--- config.mk ---
export PLATFORM = sky130hd
export DESIGN_NAME = pattern_gen
export DESIGN_NICKNAME = d
export VERILOG_FILES = /design/src/rtl/pattern_gen.sv
export SDC_FILE = /design/constraint.sdc
export NUM_CORES = 1
export LEC_CHECK = 0
export BUFFER_PORTS_ARGS = -buffer_cell sky130_fd_sc_hd__buf_2
export CAP_MARGIN = 20
export CORE_MARGIN = 2
export CORE_UTILIZATION = 32
export CTS_CLUSTER_SIZE = 25
export DETAILED_ROUTE_END_ITERATION = 10
export PLACE_DENSITY = 0.6
export SETUP_SLACK_MARGIN = 0.3
export SLEW_MARGIN = 20
export SYNTH_ARGS = -nofsm -noshare
export SYNTH_HDL_FRONTEND = slang
export SYNTH_SLANG_ARGS = --single-unit
--- constraint.sdc ---
create_clock -name pxClk -period 1.9 [get_ports pxClk]
set_clock_uncertainty 0.05 [all_clocks]
set_input_delay 0.38 -clock pxClk [delete_from_list [all_inputs] [get_ports pxClk]]
set_output_delay 0.38 -clock pxClk [all_outputs]
set_load 0.01 [all_outputs]
--- src/rtl/pattern_gen.sv ---
// Video test-pattern generator: bars, checker, ramps and solid fill, two-stage pipeline.
// Define PATTERN_ANIM_EN to scroll bars/checker one cell per frame using the frame counter.
module pattern_gen #(
  parameter int H_ACTIVE  = 1280,
  parameter int V_ACTIVE  = 720,
  parameter int BAR_SHIFT = 4,
  parameter int CW        = 8
) (
  input  logic              pxClk,
  input  logic              I_rst_n,
  input  logic [11:0]       I_hor_cnt,
  input  logic [11:0]       I_ver_cnt,
  input  logic [2:0]        I_mode,
  input  logic [3*CW-1:0]   I_solid_color,
  output logic [3*CW-1:0]   O_color,
  output logic [2:0]        O_mode_active,
  output logic [7:0]        O_frame_cnt
);

  localparam logic [2:0] MODE_BARS    = 3'd0;
  localparam logic [2:0] MODE_CHECKER = 3'd1;
  localparam logic [2:0] MODE_HRAMP   = 3'd2;
  localparam logic [2:0] MODE_VRAMP   = 3'd3;
  localparam logic [2:0] MODE_SOLID   = 3'd4;

  localparam logic [11:0] H_LIM = 12'(H_ACTIVE);
  localparam logic [11:0] V_LIM = 12'(V_ACTIVE);

  localparam logic [3*CW-1:0] COLOR_BLACK = {(3*CW){1'b0}};

  // Widen a one-bit-per-channel {B,G,R} code to full-scale channels.
  function automatic logic [3*CW-1:0] expand_bgr(input logic [2:0] bgr);
    return {{CW{bgr[2]}}, {CW{bgr[1]}}, {CW{bgr[0]}}};
  endfunction

  function automatic logic [2:0] bar_bgr(input logic [2:0] idx);
    logic [2:0] bgr;
    case (idx)
      3'd0:    bgr = 3'b111;  // white
      3'd1:    bgr = 3'b011;  // yellow
      3'd2:    bgr = 3'b110;  // cyan
      3'd3:    bgr = 3'b010;  // green
      3'd4:    bgr = 3'b101;  // magenta
      3'd5:    bgr = 3'b001;  // red
      3'd6:    bgr = 3'b100;  // blue
      default: bgr = 3'b000;  // black
    endcase
    return bgr;
  endfunction

  logic              frame_start_s;
  logic [2:0]        mode_q, mode_d;
  logic [7:0]        frame_cnt_q, frame_cnt_d;
  logic              started_q, started_d;
  logic [11:0]       hor_q, ver_q;
  logic [3*CW-1:0]   solid_q;
  logic [3*CW-1:0]   color_q, color_d;
  logic [2:0]        offset_s;
  logic [2:0]        bar_idx_s;
  logic              checker_s;
  logic              blank_s;

  assign frame_start_s = (I_hor_cnt == 12'd0) && (I_ver_cnt == 12'd0);

`ifdef PATTERN_ANIM_EN
  assign offset_s = frame_cnt_q[2:0];
`else
  assign offset_s = 3'd0;
`endif

  // Mode, frame count and started flag all change at the frame-start edge, so stage 2
  // already sees the new values while it renders pixel (0,0).
  always_comb begin
    mode_d      = mode_q;
    frame_cnt_d = frame_cnt_q;
    started_d   = started_q;
    if (frame_start_s) begin
      mode_d      = I_mode;
      frame_cnt_d = frame_cnt_q + 8'd1;
      started_d   = 1'b1;
    end else begin
      mode_d      = mode_q;
      frame_cnt_d = frame_cnt_q;
      started_d   = started_q;
    end
  end

  // Frame-level control state.
  always_ff @(posedge pxClk or negedge I_rst_n) begin
    if (!I_rst_n) begin
      mode_q      <= 3'd0;
      frame_cnt_q <= 8'd0;
      started_q   <= 1'b0;
    end else begin
      mode_q      <= mode_d;
      frame_cnt_q <= frame_cnt_d;
      started_q   <= started_d;
    end
  end

  // Stage 1: capture position and solid colour together.
  always_ff @(posedge pxClk or negedge I_rst_n) begin
    if (!I_rst_n) begin
      hor_q   <= 12'd0;
      ver_q   <= 12'd0;
      solid_q <= COLOR_BLACK;
    end else begin
      hor_q   <= I_hor_cnt;
      ver_q   <= I_ver_cnt;
      solid_q <= I_solid_color;
    end
  end

  assign bar_idx_s = hor_q[BAR_SHIFT +: 3] + offset_s;
  assign checker_s = bar_idx_s[0] ^ ver_q[BAR_SHIFT];
  assign blank_s   = (hor_q >= H_LIM) || (ver_q >= V_LIM);

  // Stage 2 colour selection; nothing is shown until the first frame start arrives.
  always_comb begin
    color_d = COLOR_BLACK;
    if (!started_q || blank_s) begin
      color_d = COLOR_BLACK;
    end else begin
      case (mode_q)
        MODE_BARS:    color_d = expand_bgr(bar_bgr(bar_idx_s));
        MODE_CHECKER: color_d = checker_s ? COLOR_BLACK : expand_bgr(3'b111);
        MODE_HRAMP:   color_d = {3{hor_q[CW-1:0]}};
        MODE_VRAMP:   color_d = {3{ver_q[CW-1:0]}};
        MODE_SOLID:   color_d = solid_q;
        default:      color_d = COLOR_BLACK;
      endcase
    end
  end

  // Stage 2 output register.
  always_ff @(posedge pxClk or negedge I_rst_n) begin
    if (!I_rst_n) begin
      color_q <= COLOR_BLACK;
    end else begin
      color_q <= color_d;
    end
  end

  assign O_color       = color_q;
  assign O_mode_active = mode_q;
  assign O_frame_cnt   = frame_cnt_q;

endmodule

==> reports/results.ini <==
[logic_synthesis]
synth_top_flop_cell=dfrtp_1
synth_area_sq_um=2920
syn_avg_cell_area_sq_um=14.0
syn_nets=262
yosys-top-cells-area=dfrtp_1 (72%), mux2_2 (4.6%), a31oi_1 (4.5%), nand2_1 (3.5%), xor2_1 (2.4%)
yosysMostFrequentCell=dfrtp_1
ys_seq_area_share_pct=71.9
synth-edff-count=0
post_synth_most_frequent_cells=dfrtp_1 (84), nand2_1 (27), a31oi_1 (21), mux2_2 (12)
postSynthCellCount=208
async_flop_share_pct=100
yosysWarnings=0
synth_top_cell_area_share_pct=71.9
synth-seq-cells=84
yosys.area.top_type=dfrtp_1
synth_cell_type_count=29

[setup_path]
rrSetupSlack_ps=330
end_kind=register
cp.required_ps=2110
crit_path_start=O_mode_active[0]
crit_type=register to register
r2r-end=O_color[12]
start_kind=register
path_max_fanout=11
setup.worst_path.end=O_color[12]
worstRegToRegCells=4
r2r-start=O_mode_active[0]
worst_ep_arrival_time_ps=1780

[place]
hpwl_microns=4930
placed_area_sq_um=3600
io_buffer_count=87
numPlacedInstances=404
place_congestion=0.815
place_ws_ps=-64.6

[sta]
hold_viol=0
grt_setup_unrepaired=yes
min_period_over_period_pct=82.9
period_minus_slack_ps=1570
fmax_ghz=0.635
fin_setup_tns_ps=0
slew_headroom_pct=64.8
finalSetupViolCount=0
holdWs_ps=80.8
tightest_slew_ps=528
fin_ws_ps=325
drv_slew=0

[floorplan]
core_sq_um=8810
row_count=34
fp.dieW_microns=99.6
die_h_microns=99.6
initial_utilization_pct=33.2
dieArea_sq_um=9910
pin_count=88

[detailed_routing]
drt.antenna.violating_nets=0
routed.top_layer=met4
vias=2007
wl_met1_microns=3040
wire_per_inst_microns=15.9
drcViolationCount=0
dr.pass1.iters=4
wl_met3_microns=307
avgViaCountPerCell=4.72
first_iter_violations=43
met2_length_microns=3260
wl_microns=6760

[final_layout]
fin_area_sq_um=3920
fillers=836
nets=366
syn_to_final_growth_pct=34.3
post-route-util_pct=44.5
instances_no_fill=425
regArea_sq_um=2100
drive_gt1_share_pct=47.3
multi_input_area_sq_um=851
antenna_cells=0

[power]
irDropWorstVdd_v=0.000427
total_power_mw=3.42
power_density_nw_per_um2=871
p_leak_nw=1.91

[global_route]
grt_pass1_vias=2051
overflow=0
grt_pass1_wl_microns=10900
grt_usage_pct=14.6
grt_max_degree=41
antenna_found_initial=0

[job]
cap_violations=0

[clock_network]
max-clock-path-buffers=2
insertion_delay_ps=340
cts_sinks=84
cts_tree=done
cts_buffers=9
path_clk_slew_ps=90
cts_root_buf=clkbuf_8
htree_num_levels=3

[worst_hold_path]
min_path_type=input pin to register

[run_status]
status=completed

-- placed cells by master, fill, tap and decap left out, types with 4 or more instances in the layout --
| cell | netlist | layout |
|---|---|---|
| nor4_2 | 4 | 4 |
| clkbuf_8 | 0 | 9 |
| buf_4 | 0 | 9 |
| nand3_1 | 4 | 4 |
| buf_12 | 0 | 4 |
| xor2_1 | 8 | 8 |
| dfrtp_1 | 84 | 83 |
| nand2_1 | 27 | 27 |
| a21oi_1 | 8 | 7 |
| mux2_2 | 12 | 12 |
| a31oi_1 | 21 | 20 |
| buf_2 | 1 | 86 |
-- routing by layer --
metal	vias to the layer above	GRT usage (%)
met1	991	19.3
met4	0	6.64
met2	55	23.2
met3	10	3.23
met5	-	0
li1	951	-
-- layout make-up --
class	instances	area share [%]
Multi-Input combinational cell	115	21.7
Clock inverter	7	2.52
Tap cell	108	3.44
Timing Repair Buffer	102	15.6
Clock buffer	9	3.16
Sequential cell	84	53.6
-- worst min path at each step --
stage	from	end	slack, ps	cells past startpoint
after floorplan	I_rst_n	O_color[0]	30	0
after global placement	I_rst_n	ver_q[1]	340	1
after detailed placement	I_rst_n	O_frame_cnt[6]	350	1
after CTS	I_solid_color[19]	solid_q[19]	60	1
after global routing	I_solid_color[18]	solid_q[18]	60	1
final	I_solid_color[19]	solid_q[19]	80	1
-- logic make-up after synthesis --
family	after synthesis	synth area share [%]
flip-flops	84	71.9
AND/OR/NAND/NOR	58	11.8
AO/OA/AOI/OAI	36	7.62
multiplexers	12	4.63
buffers and inverters	9	1.20
XOR/XNOR	8	2.40
adder cells (fa/ha/maj)	1	0.428
-- where the power goes --
part	internal, mW	switching (mW)	leakage [nW]	total [mW]
Combinational	0.0686	0.0873	0.741	0.156
Clock	0.749	0.657	0.110	1.41
Sequential	1.84	0.0183	1.06	1.86
Total	2.66	0.763	1.91	3.42
-- critical path, stage by stage (launching register included) --
cell	delay (ps)
dfrtp_1	410
buf_12	150
or4_4	510
buf_6	170
a41oi_1	200
-- registers in the layout, indices dropped and copies added (netlist names) --
signal and flops:
O_color 24, O_mode_active 3, hor_q 12, O_frame_cnt 8, solid_q 24, started_q 1, ver_q 12
-- timing repair --
action                                  in CTS  in global routing
hold buffers                                 1                  0
hold endpoints to repair                    38                  0
buffers inserted                             0                  4
endpoints found under the setup margin      17                 28
gates resized for setup                      4                  9
pin swaps                                    0                  2
No activity file was read; power rests on OpenSTA's default activity.
